===== config.mk =====
export PLATFORM = sky130hd
export DESIGN_NAME = mem_stage_hs
export DESIGN_NICKNAME = d
export VERILOG_FILES = /design/src/rtl/mem_stage_hs.sv
export SDC_FILE = /design/constraint.sdc
export NUM_CORES = 1
export LEC_CHECK = 0
export CORE_MARGIN = 4
export CORE_UTILIZATION = 41
export CTS_BUF_LIST = sky130_fd_sc_hd__clkbuf_16
export DETAILED_ROUTE_END_ITERATION = 10
export GPL_ROUTABILITY_DRIVEN = 0
export PLACE_DENSITY_LB_ADDON = 0.08
export SLEW_MARGIN = 30
export SYNTH_ARGS = -nofsm -noshare
export SYNTH_HDL_FRONTEND = slang
export SYNTH_SLANG_ARGS = --single-unit

===== constraint.sdc =====
create_clock -name Clk -period 5.55 [get_ports Clk]
set_input_delay 1.11 -clock Clk [delete_from_list [all_inputs] [get_ports Clk]]
set_output_delay 1.11 -clock Clk [all_outputs]
set_load 0.05 [all_outputs]

===== src/rtl/mem_stage_hs.sv =====
// MEM pipeline stage: talks to data memory over req/ready/rvalid, formats
// sub-word loads and stores, resolves branches and raises misalign/bus faults.
module mem_stage_hs #(
  parameter int DATA_W     = 32,
  parameter int REG_ADDR_W = 5,
  parameter int TIMEOUT    = 15
) (
  input  logic                  Clk,
  input  logic                  Rst_n,
  input  logic                  in_valid,
  input  logic [DATA_W-1:0]     ALUResult,
  input  logic [DATA_W-1:0]     Rt,
  input  logic [REG_ADDR_W-1:0] AddressSelected,
  input  logic                  Zero,
  input  logic                  SignBit,
  input  logic                  Branch,
  input  logic [2:0]            BranchLogicOp,
  input  logic                  MemRead,
  input  logic                  MemWrite,
  input  logic                  MemToReg,
  input  logic                  RegWrite,
  input  logic [1:0]            BitSel,
  input  logic                  LoadUnsigned,
  input  logic                  mem_ready,
  input  logic                  mem_rvalid,
  input  logic [DATA_W-1:0]     mem_rdata,
  output logic                  mem_req,
  output logic                  mem_we,
  output logic [DATA_W-1:0]     mem_addr,
  output logic [DATA_W-1:0]     mem_wdata,
  output logic [DATA_W/8-1:0]   mem_be,
  output logic                  Stall,
  output logic                  PCSrc,
  output logic                  Valid_out,
  output logic                  RegWrite_out,
  output logic                  MemToReg_out,
  output logic [DATA_W-1:0]     MemoryRead_out,
  output logic [DATA_W-1:0]     ALUResult_out,
  output logic [REG_ADDR_W-1:0] AddressSelected_out,
  output logic                  MisalignFault_out,
  output logic                  BusFault_out,
  output logic                  dbg_state
);

  localparam int NB    = DATA_W / 8;
  localparam int OFF_W = $clog2(NB);
  localparam int CNT_W = $clog2(TIMEOUT + 1);

  typedef enum logic [0:0] {S_IDLE = 1'b0, S_WAIT = 1'b1} state_e;

  state_e                  state_q, state_d;
  logic [CNT_W-1:0]        cnt_q, cnt_d;
  logic                    valid_q, valid_d;
  logic                    regwrite_q, regwrite_d;
  logic                    memtoreg_q, memtoreg_d;
  logic [DATA_W-1:0]       memread_q, memread_d;
  logic [DATA_W-1:0]       alu_q, alu_d;
  logic [REG_ADDR_W-1:0]   addrsel_q, addrsel_d;
  logic                    misf_q, misf_d;
  logic                    busf_q, busf_d;

  logic [OFF_W-1:0]        off;
  logic                    misalign;
  logic                    br_cond;
  logic [NB-1:0]           be;
  logic [DATA_W-1:0]       wdata;
  logic [DATA_W-1:0]       rd_shift;
  logic [DATA_W-1:0]       rd_fmt;
  logic                    is_mem;
  logic                    to_hit;
  logic                    retire;
  logic                    mis_f;
  logic                    bus_f;
  logic                    rd_sel;
  logic                    req;
  logic                    stall;

  assign off = ALUResult[OFF_W-1:0];

  always_comb begin
    case (BitSel)
      2'b00:   misalign = (off != '0);
      2'b01:   misalign = off[0];
      2'b10:   misalign = 1'b0;
      default: misalign = 1'b1;
    endcase
  end

  always_comb begin
    case (BranchLogicOp)
      3'b000:  br_cond = Zero;
      3'b001:  br_cond = !Zero;
      3'b010:  br_cond = !SignBit && !Zero;
      3'b011:  br_cond = SignBit || Zero;
      3'b100:  br_cond = AddressSelected[0] ? !SignBit : SignBit;
      default: br_cond = 1'b0;
    endcase
  end

  assign PCSrc = in_valid & Branch & br_cond;

  // Store data is replicated across every lane so memory only needs mem_be.
  always_comb begin
    case (BitSel)
      2'b10: begin
        be    = NB'(1) << off;
        wdata = {NB{Rt[7:0]}};
      end
      2'b01: begin
        be    = NB'(3) << off;
        wdata = {(NB/2){Rt[15:0]}};
      end
      default: begin
        be    = '1;
        wdata = Rt;
      end
    endcase
  end

  assign rd_shift = mem_rdata >> {off, 3'b000};

  always_comb begin
    case (BitSel)
      2'b10:   rd_fmt = LoadUnsigned ? DATA_W'(rd_shift[7:0])
                                     : {{(DATA_W-8){rd_shift[7]}}, rd_shift[7:0]};
      2'b01:   rd_fmt = LoadUnsigned ? DATA_W'(rd_shift[15:0])
                                     : {{(DATA_W-16){rd_shift[15]}}, rd_shift[15:0]};
      default: rd_fmt = mem_rdata;
    endcase
  end

  assign is_mem = in_valid & (MemRead | MemWrite);
  assign to_hit = (cnt_q == CNT_W'(TIMEOUT - 1));

  // Handshake: mem_req stays high with addr/we/be/wdata stable until a cycle
  // with mem_req & mem_ready (accept). A read's mem_rvalid is taken only in
  // S_WAIT, so it never counts in the accept cycle itself.
  always_comb begin
    state_d = state_q;
    cnt_d   = cnt_q;
    retire  = 1'b0;
    mis_f   = 1'b0;
    bus_f   = 1'b0;
    rd_sel  = 1'b0;
    req     = 1'b0;
    stall   = 1'b0;
    case (state_q)
      S_IDLE: begin
        if (!is_mem) begin
          retire = 1'b1;
        end else if (misalign) begin
          retire = 1'b1;
          mis_f  = 1'b1;
        end else begin
          req = 1'b1;
          if (mem_ready) begin
            cnt_d = '0;
            if (MemWrite) begin
              retire = 1'b1;
            end else begin
              stall   = 1'b1;
              state_d = S_WAIT;
            end
          end else if (to_hit) begin
            retire = 1'b1;
            bus_f  = 1'b1;
          end else begin
            stall = 1'b1;
            cnt_d = cnt_q + CNT_W'(1);
          end
        end
      end
      S_WAIT: begin
        if (mem_rvalid) begin
          retire  = 1'b1;
          rd_sel  = 1'b1;
          state_d = S_IDLE;
        end else if (to_hit) begin
          retire  = 1'b1;
          bus_f   = 1'b1;
          state_d = S_IDLE;
        end else begin
          stall = 1'b1;
          cnt_d = cnt_q + CNT_W'(1);
        end
      end
      default: state_d = S_IDLE;
    endcase
    if (retire) cnt_d = '0;
  end

  // Non-retire cycles send a bubble to WB while data fields keep their value.
  always_comb begin
    valid_d    = 1'b0;
    regwrite_d = 1'b0;
    misf_d     = 1'b0;
    busf_d     = 1'b0;
    memtoreg_d = memtoreg_q;
    memread_d  = memread_q;
    alu_d      = alu_q;
    addrsel_d  = addrsel_q;
    if (retire) begin
      valid_d    = in_valid;
      regwrite_d = in_valid & RegWrite & ~mis_f & ~bus_f;
      misf_d     = mis_f;
      busf_d     = bus_f;
      memtoreg_d = MemToReg;
      memread_d  = rd_sel ? rd_fmt : '0;
      alu_d      = ALUResult;
      addrsel_d  = AddressSelected;
    end
  end

  always_ff @(posedge Clk or negedge Rst_n) begin
    if (!Rst_n) begin
      state_q    <= S_IDLE;
      cnt_q      <= '0;
      valid_q    <= 1'b0;
      regwrite_q <= 1'b0;
      memtoreg_q <= 1'b0;
      memread_q  <= '0;
      alu_q      <= '0;
      addrsel_q  <= '0;
      misf_q     <= 1'b0;
      busf_q     <= 1'b0;
    end else begin
      state_q    <= state_d;
      cnt_q      <= cnt_d;
      valid_q    <= valid_d;
      regwrite_q <= regwrite_d;
      memtoreg_q <= memtoreg_d;
      memread_q  <= memread_d;
      alu_q      <= alu_d;
      addrsel_q  <= addrsel_d;
      misf_q     <= misf_d;
      busf_q     <= busf_d;
    end
  end

  assign mem_req   = req;
  assign mem_we    = req & MemWrite;
  assign mem_addr  = {ALUResult[DATA_W-1:OFF_W], {OFF_W{1'b0}}};
  assign mem_wdata = wdata;
  assign mem_be    = be;
  assign Stall     = stall;

  assign Valid_out           = valid_q;
  assign RegWrite_out        = regwrite_q;
  assign MemToReg_out        = memtoreg_q;
  assign MemoryRead_out      = memread_q;
  assign ALUResult_out       = alu_q;
  assign AddressSelected_out = addrsel_q;
  assign MisalignFault_out   = misf_q;
  assign BusFault_out        = busf_q;
  assign dbg_state           = state_q;

endmodule


# == Word level (Yosys, flattened, before mapping) ==
# Cells that the tools add are included.
# totals
regBits,79
out_inout_bits,147
# op_classes
addsub,1
eq_ne,10
shift,3
muxes,51
bitwise,11
n_reduce_logical,8
# ops
operator,count
$pmux 32 s2,2
$mux 32,3
$mux 1,32
$shr 32x5->16,1
$mux 4,6
$pmux 4 s2,2
$pmux 1 s2,4
$and 1x1->1,7
$eq 3x2->1 const B,2
$ne 3x3->1 const B,2
$pmux 1 s5,1
$add 4x1->4 const B,1
$eq 4x4->1 const B,1
$shl 1x2->4 const A,1
$shl 2x2->4 const A,1
$eq 3x1->1 const B,1
$eq 3x3->1 const B,1
$logic_not 3->1,1
$ne 3x2->1 const B,1
$not 1->1,3
$pmux 1 s3,1
$reduce_and 3->1,1
$eq 2x1->1 const B,1
$eq 2x2->1 const B,1
other kinds (6),7

# == Longest topological paths before layout ==
# Gate-level depths: netlist of the first run.
# depth
ltp_word,9
mapped_depth,8

# == Least setup slack after synthesis of the first run ==
# OpenSTA, ideal clock, no wires.
# synth_timing
path_type,input -> output
startpoint,input BitSel[1]
endpoint,output mem_be[1]
arrival_time_ns,3.087
required_time_ns,4.440
slack_ns,1.353
path_stages,6
cell_sequence,inv_1 > ha_1 > clkbuf_1 > buf_1 > nor2_1 > o21ai_0
# synth_via
elab_chain_len,2
word_cells_on_any_way,3
# synth_lines
item,line_no,text
from (decl),22,"input logic [1:0] BitSel,"
$eq 2x1->1 / $eq 2x2->1 (equally long branches),104,case (BitSel)
$pmux 4 s2 (*),104,
to (decl),31,"output logic [DATA_W/8-1:0] mem_be,"
# Every way passes the cells marked *; elsewhere a longest branch is shown, timed or not.

# == Worst setup path in the final report of the first run ==
# layout_timing
startpoint,input BitSel[0]
endpoint,output mem_wdata[22]
# layout_via
elab_chain_len,2
word_cells_on_any_way,3
# layout_lines
item,line_no,text
$eq 2x1->1 / $eq 2x2->1 (equally long branches),104,
$pmux 32 s2 (*),104,
to (decl),30,"output logic [DATA_W-1:0] mem_wdata,"
# Marked as above.

==> flow_summary.yaml, run 1 <==
logic_synthesis:
  synth_seq_cells: 79
  yosysSeqAreaShare_pct: 44.2
  postSynthCellCount: 422
  yosys.area.top_type: "dfrtp_1"
  netlist.area_leader.share_pct: 44.2
  synth_area_per_cell_um2: 10.6
  syn-cell-area_mm2: 0.00447
  synth_area_leaders: "dfrtp_1 (44%), mux2_2 (10%), buf_4 (7.1%)"
  ys_warn_count: 0
  synth_edf_count: 0
  synth_ff_type: "dfrtp_1"
  async_reset_ff_share_pct: 100
  synth.distinct_cells: 46
timing:
  fmax_ghz: 0.211
  setup_violations: 0
  slew_headroom_pct: 42.6
  hold_viol: 0
  rsz0062_at_grt: "no"
  skew_ps: 9.22
  worst_pin_slew_ps: 861
  fin_crit_ps: 4750
  timing.final.crit_share_pct: 85.5
  fin_setup_tns_ps: 0
  final_max_slew_viol_count: 0
drt:
  drt_iter0_drc: 208
  wl_met1_um: 5600
  drt_first_pass_iters: 4
  vias: 4137
  routedWlPerCell_um: 18.9
  met2_length_um: 7620
  top_layer_used: "met4"
  viasPerCell: 5.34
  drc: 0
  wl_um: 14700
  wl_met3_um: 1170
  drtAntennaViolNets: 0
clock_network:
  cts_sinks: 79
  cts_root_buf: "clkbuf_16"
  clk_latency_ps: 330
  htreeDepth: 3
  clk_pin_slew_ps: 50
  cts_tree: "yes"
  hold_buffers: 0
  numCtsBuffers: 9
  cts_buffer_depth: 2
  cts_setup_buffers: 0
  cts_resized: 0
placed_design:
  hpwlAfterDp_um: 11400
  placedCellCount: 760
  io_buffer_count: 263
global_routing:
  antenna_found_initial: 0
  grtUsageTotal_pct: 22.3
  grt_pass1_vias: 4280
  grt_pass1_wl_um: 22700
  overflow: 0
  grt_max_degree: 80
die:
  fp.dieH_um: 112
  ioPinCount: 266
  start_util_pct: 42.7
  dieArea_mm2: 0.0126
  die_w_um: 112
  core_mm2: 0.0105
  num_rows: 37
layout:
  diodes: 0
  num-nets-final: 760
  layout_common_cells: "clkdlybuf4s50_1 (238), dfrtp_1 (79), mux2_2 (40)"
  fin_cells: 775
  final_common_cell: "clkdlybuf4s50_1"
  multi_input_area_mm2: 0.00198
  syn_to_final_growth_pct: 59.8
  layout-drive-gt1-share_pct: 15.2
  seq_area_mm2: 0.00198
  final.fill_count: 857
  fin_util_pct: 68.2
flow_run:
  drv_cap: 0
run_status:
  status: "finished, final reports clean"
critical_path:
  r2r_slack_ps: 2950
  crit_path_end_kind: "output port"
  critPathMaxFanout: 15
  cp.arrival_ps: 3640
  cp.required_ps: 4440
  startpoint_type: "input pin"
  criticalPathCategory: "in -> out"
power:
  p_per_area_mw_per_mm2: 277
  total_power_mw: 1.98
  p_leak_nw: 2.98
  worst_ir_drop_vdd_mv: 0.164
hold_path:
  hold_class: "reg -> reg"
[kinds of logic (layout without fill, tap and decap cells)]
| group | Yosys count | count (layout) | share of synthesized area, % |
|---|---|---|---|
| other cells | 1 | 2 | 0.0839 |
| buf+inv | 85 | 301 | 11.7 |
| mux | 49 | 49 | 12.1 |
| compound gates | 122 | 122 | 20.8 |
| flops | 79 | 79 | 44.2 |
| fa+ha+maj | 6 | 6 | 1.68 |
| xor+xnor | 2 | 2 | 0.392 |
| simple gates | 78 | 78 | 9.02 |
[Yosys cell counts (2+ instances only)]
master / n
buf_6: 6
nor3b_1: 2
nor3_1: 3
mux2_2: 40
a21oi_1: 18
o2bb2ai_1: 22
clkbuf_1: 17
nand3b_1: 3
nand2b_1: 2
ha_1: 6
buf_2: 2
a22oi_1: 9
dfrtp_1: 79
or3b_2: 3
nor2b_1: 8
a221o_1: 16
o22ai_1: 9
buf_4: 42
nand2_1: 14
or2_2: 2
xnor2_1: 2
o31a_1: 7
nor2_1: 23
mux2i_1: 9
a22o_1: 10
o21ai_0: 20
and2_1: 10
buf_1: 3
inv_1: 15
nand3_1: 4
[report_power, final]
group	total [mW]	switching [mW]	internal, mW
clock network	0.616	0.225	0.390
logic	0.726	0.453	0.273
registers	0.634	0.0194	0.614
total	1.98	0.698	1.28
[final timing paths]
kind | endpoint | startpoint | cells past startpoint
min in group asynchronous | ALUResult_out[9] | Rst_n | 1
max | mem_wdata[22] | BitSel[0] | 6
max in group asynchronous | BusFault_out | Rst_n | 1
max reg2reg | ALUResult_out[30] | cnt_q[0] | 7
min | MemoryRead_out[2] | MemoryRead_out[2] | 1
min reg2reg | MemoryRead_out[2] | MemoryRead_out[2] | 1
[final cells by class]
class	instances	area share (%)
Multi-Input combinational cell	259	27.7
Sequential cell	79	27.7
Clock buffer	9	3.16
Tap cell	136	2.38
Inverter	15	0.789
Clock inverter	6	1.23
Timing Repair Buffer	271	37.1
[per-layer routing]
metal  vias up  global-route usage, %
met4         0                   6.89
met1      1978                   26.3
li1       1928                      -
met2       211                   39.3
met5         -                      0
met3        20                   6.52
[critical path, stage by stage]
cell             delay (ps)
clkdlybuf4s50_1         510
inv_1                    80
ha_1                    370
nor2_2                  630
o22ai_1                 180
clkdlybuf4s50_1         740
[state kept, by name, summed over array words and instances, names as in the netlist]
| name | flops |
|---|---|
| RegWrite_out | 1 |
| AddressSelected_out | 5 |
| Valid_out | 1 |
| BusFault_out | 1 |
| MemToReg_out | 1 |
| cnt_q | 4 |
| ALUResult_out | 32 |
| MisalignFault_out | 1 |
| MemoryRead_out | 32 |
| dbg_state | 1 |
[per-stage QoR]
| stage | worst slack [ps] | area [um2] | hold slack [ps] |
|---|---|---|---|
| after floorplan | 1350 | 4470 | 471 |
| after global placement | 563 | 6820 | 474 |
| after detailed placement | 782 | 6830 | 473 |
| after CTS | 790 | 7140 | 490 |
| after global routing | 666 | 7140 | 507 |
| final | 804 | 7140 | 487 |
(Power assumes the default switching activity.)
==> run 2, diff against run 1 <==
--- a/config.mk
+++ b/config.mk
@@ -5,8 +5,10 @@
 export SDC_FILE = /design/constraint.sdc
 export NUM_CORES = 1
 export LEC_CHECK = 0
+export ABC_AREA = 1
+export ABC_CLOCK_PERIOD_IN_PS = 5550
 export CORE_MARGIN = 4
-export CORE_UTILIZATION = 41
+export CORE_UTILIZATION = 42
 export CTS_BUF_LIST = sky130_fd_sc_hd__clkbuf_16
 export DETAILED_ROUTE_END_ITERATION = 10
 export GPL_ROUTABILITY_DRIVEN = 0
==> run 2 against run 1 <==
  * Cell count is 34% higher
  * Die area is 4.1% higher
  * Combinational power is 3.6% higher
  * Sequential share of layout area is 1.3 points lower
  * Power is 0.68% lower
  * Final area is 5.1% higher
==> flow_summary.yaml, run 2 <==
hold_path:
  whs_endpoint: "MemoryRead_out[10]"
  holdPathStages: 2
  hp-start: "MemoryRead_out[10]"
  hold_class: "reg -> reg"
critical_path:
  crit-reg2reg-capture: "AddressSelected_out[3]"
  startpoint_type: "input pin"
  timing.rr.start: "cnt_q[0]"
  path_buf_inv: 4
  critPathMaxStageDelay_ps: 840
  crit_path_end_kind: "output port"
  cpMaxStageDelayCell: "clkdlybuf4s50_1"
  critPathMaxFanout: 12
  cp.required_ps: 4440
  cp_cell_sequence: "clkdlybuf4s50_1, inv_1, ha_1, clkinv_1, o22ai_1, nand2_1, o21ai_0, clkdlybuf4s50_1"
  r2r_cells: 11
  cp_common_cell: "clkdlybuf4s50_1"
  r2r_slack_ps: 2910
  criticalPathCategory: "in -> out"
  cp.arrival_ps: 3800
  crit_family: "buffers and inverters"
logic_synthesis:
  synthXorXnorAreaFrac_pct: 0.366
  synth_area_per_cell_um2: 6.92
  syn-cell-area_mm2: 0.00478
  synth-compound-area-share_pct: 7.02
  synth_edf_count: 0
  yosys.area.top_type: "dfrtp_1"
  yosysMostFrequentCell: "nand2_1"
  synth.distinct_cells: 31
  synth_mux_area_share_pct: 0
  synthSimpleGateAreaFrac_pct: 35.4
  synth_top_family_by_area: "simple AND/OR/NAND/NOR gates"
  postSynthCellCount: 691
  synth_ff_type: "dfrtp_1"
  synth_seq_cells: 79
  ys_warn_count: 0
  netlist.area_leader.share_pct: 41.4
  synth.top_cells.by_count: "nand2_1 (305), dfrtp_1 (79), nor2_1 (64), nand3_1 (46), inv_1 (42)"
  yosysSeqAreaShare_pct: 41.4
  async_reset_ff_share_pct: 100
  synthAdderAreaFrac_pct: 1.57
  synth_area_leaders: "dfrtp_1 (41%), nand2_1 (24%), buf_4 (6.4%)"
global_routing:
  antenna_found_initial: 0
  overflow: 0
  grt_pass1_vias: 4974
  grt_pass1_wl_um: 24000
  grt_max_degree: 80
  grtUsageTotal_pct: 22.7
timing:
  fin_ws_ps: 635
  slew_headroom_pct: 49.6
  fin_crit_ps: 4910
  final_max_slew_viol_count: 0
  hold_viol: 0
  worst_pin_slew_ps: 757
  setup_violations: 0
  rsz0062_at_grt: "no"
  timing.final.crit_share_pct: 88.6
  fmax_ghz: 0.203
  fin_setup_tns_ps: 0
  skew_ps: 6.45
placed_design:
  dp_slack_ps: 640
  place_area_mm2: 0.00720
  hpwlAfterDp_um: 11700
  io_buffer_count: 263
layout:
  layout_common_cells: "nand2_1 (304), clkdlybuf4s50_1 (252), dfrtp_1 (79)"
  layout-drive-gt1-share_pct: 4.77
  diodes: 0
  num-nets-final: 1022
  final_area_mm2: 0.00750
  syn_to_final_growth_pct: 56.9
  final_common_cell: "nand2_1"
clock_network:
  htreeDepth: 3
  cts_root_buf: "clkbuf_16"
  clk_latency_ps: 330
  cts_setup_buffers: 0
  cts_tree: "yes"
  clk_pin_slew_ps: 60
  cts_resized: 0
  cts_sinks: 79
  hold_buffers: 0
  numCtsBuffers: 9
  cts_buffer_depth: 2
die:
  start_util_pct: 43.5
  num_rows: 38
  dieArea_mm2: 0.0132
  ioPinCount: 266
  die_w_um: 115
  core_mm2: 0.0110
  fp.dieH_um: 115
drt:
  routedWlPerCell_um: 14.8
  drc: 0
  vias: 5072
  drt_iter0_drc: 330
  drtAntennaViolNets: 0
  wl_um: 15400
  viasPerCell: 4.87
  drt_first_pass_iters: 5
flow_run:
  drv_cap: 0
power:
  p_leak_nw: 3.69
  p_per_area_mw_per_mm2: 262
  worst_ir_drop_vdd_mv: 0.159
run_status:
  status: "finished, final reports clean"
## run 2: changes by cell type after synthesis, moves of 16 or more
cell / before / now
a221o_1: 16 / 0
mux2_2: 40 / 0
inv_1: 15 / 42
nand2_1: 14 / 305
o2bb2ai_1: 22 / 0
nor2_1: 23 / 64
nand3_1: 4 / 46
## run 2: through the flow
| stage | util [%] | std cells | hold WS (ps) | total power, mW |
|---|---|---|---|---|
| 6_report | 68.3 | 1042 | 474 | 1.96 |
| 2_1_floorplan | - | 692 | 610 | 1.11 |
| 4_1_cts | 68.2 | 1042 | 478 | 1.98 |
| 5_1_grt | 68.3 | 1042 | 497 | 2.05 |
| 3_3_place_gp | 65.6 | 1026 | 457 | 1.39 |
| 3_5_place_dp | 65.6 | 1026 | 462 | 1.40 |
## run 2: worst max path at each step
stage | end | cells past startpoint | startpoint
global placement | mem_wdata[9] | 8 | BitSel[1]
CTS | mem_wdata[14] | 8 | BitSel[1]
global route | mem_wdata[8] | 8 | BitSel[1]
floorplan | mem_wdata[10] | 5 | BitSel[0]
finish | mem_wdata[14] | 8 | BitSel[1]
detailed placement | mem_wdata[13] | 8 | BitSel[1]
## run 2: layout make-up
type	count	area (um2)
clock buffer	9	225
clock inverter	7	63.8
fill	931	3480
inverter	47	176
multi-input combinational	493	2130
sequential	79	1980
tap	140	175
timing repair buffer	267	2750
## run 2: cell families (layout without fill, tap and decap cells)
group	after synthesis	count (layout)
AOI/OAI and AO/OA	59	59
xor gates and xnor gates	2	2
adders and majority gates	6	6
buffers and inverters	120	330
DFF	79	79
other	1	2
and+or+nand+nor	424	424
## run 2: metal layers
metal  part of all wire [%]  wire, um  GRT usage, %  vias to the layer above
li1                       -         -             -                     2518
met1                     38      5880          26.5                     2304
met2                     49      7600          38.7                      221
met3                    9.8      1510          6.92                       29
met4                    2.7       420          9.50                        0
met5                      0         0             0                        -
## run 2: worst reg2reg max path, delay by kind of cell (launching register included)
| kind | cells | cell delay [ps] |
|---|---|---|
| and+or+nand+nor | 7 | 730 |
| buffers and inverters | 3 | 1200 |
| adders and majority gates | 1 | 220 |
| DFF | 1 | 360 |
## run 2: report_power, final
group          internal, mW  switching [mW]
combinational         0.269           0.483
clock                 0.344           0.230
sequential            0.615          0.0208
total                  1.23           0.734
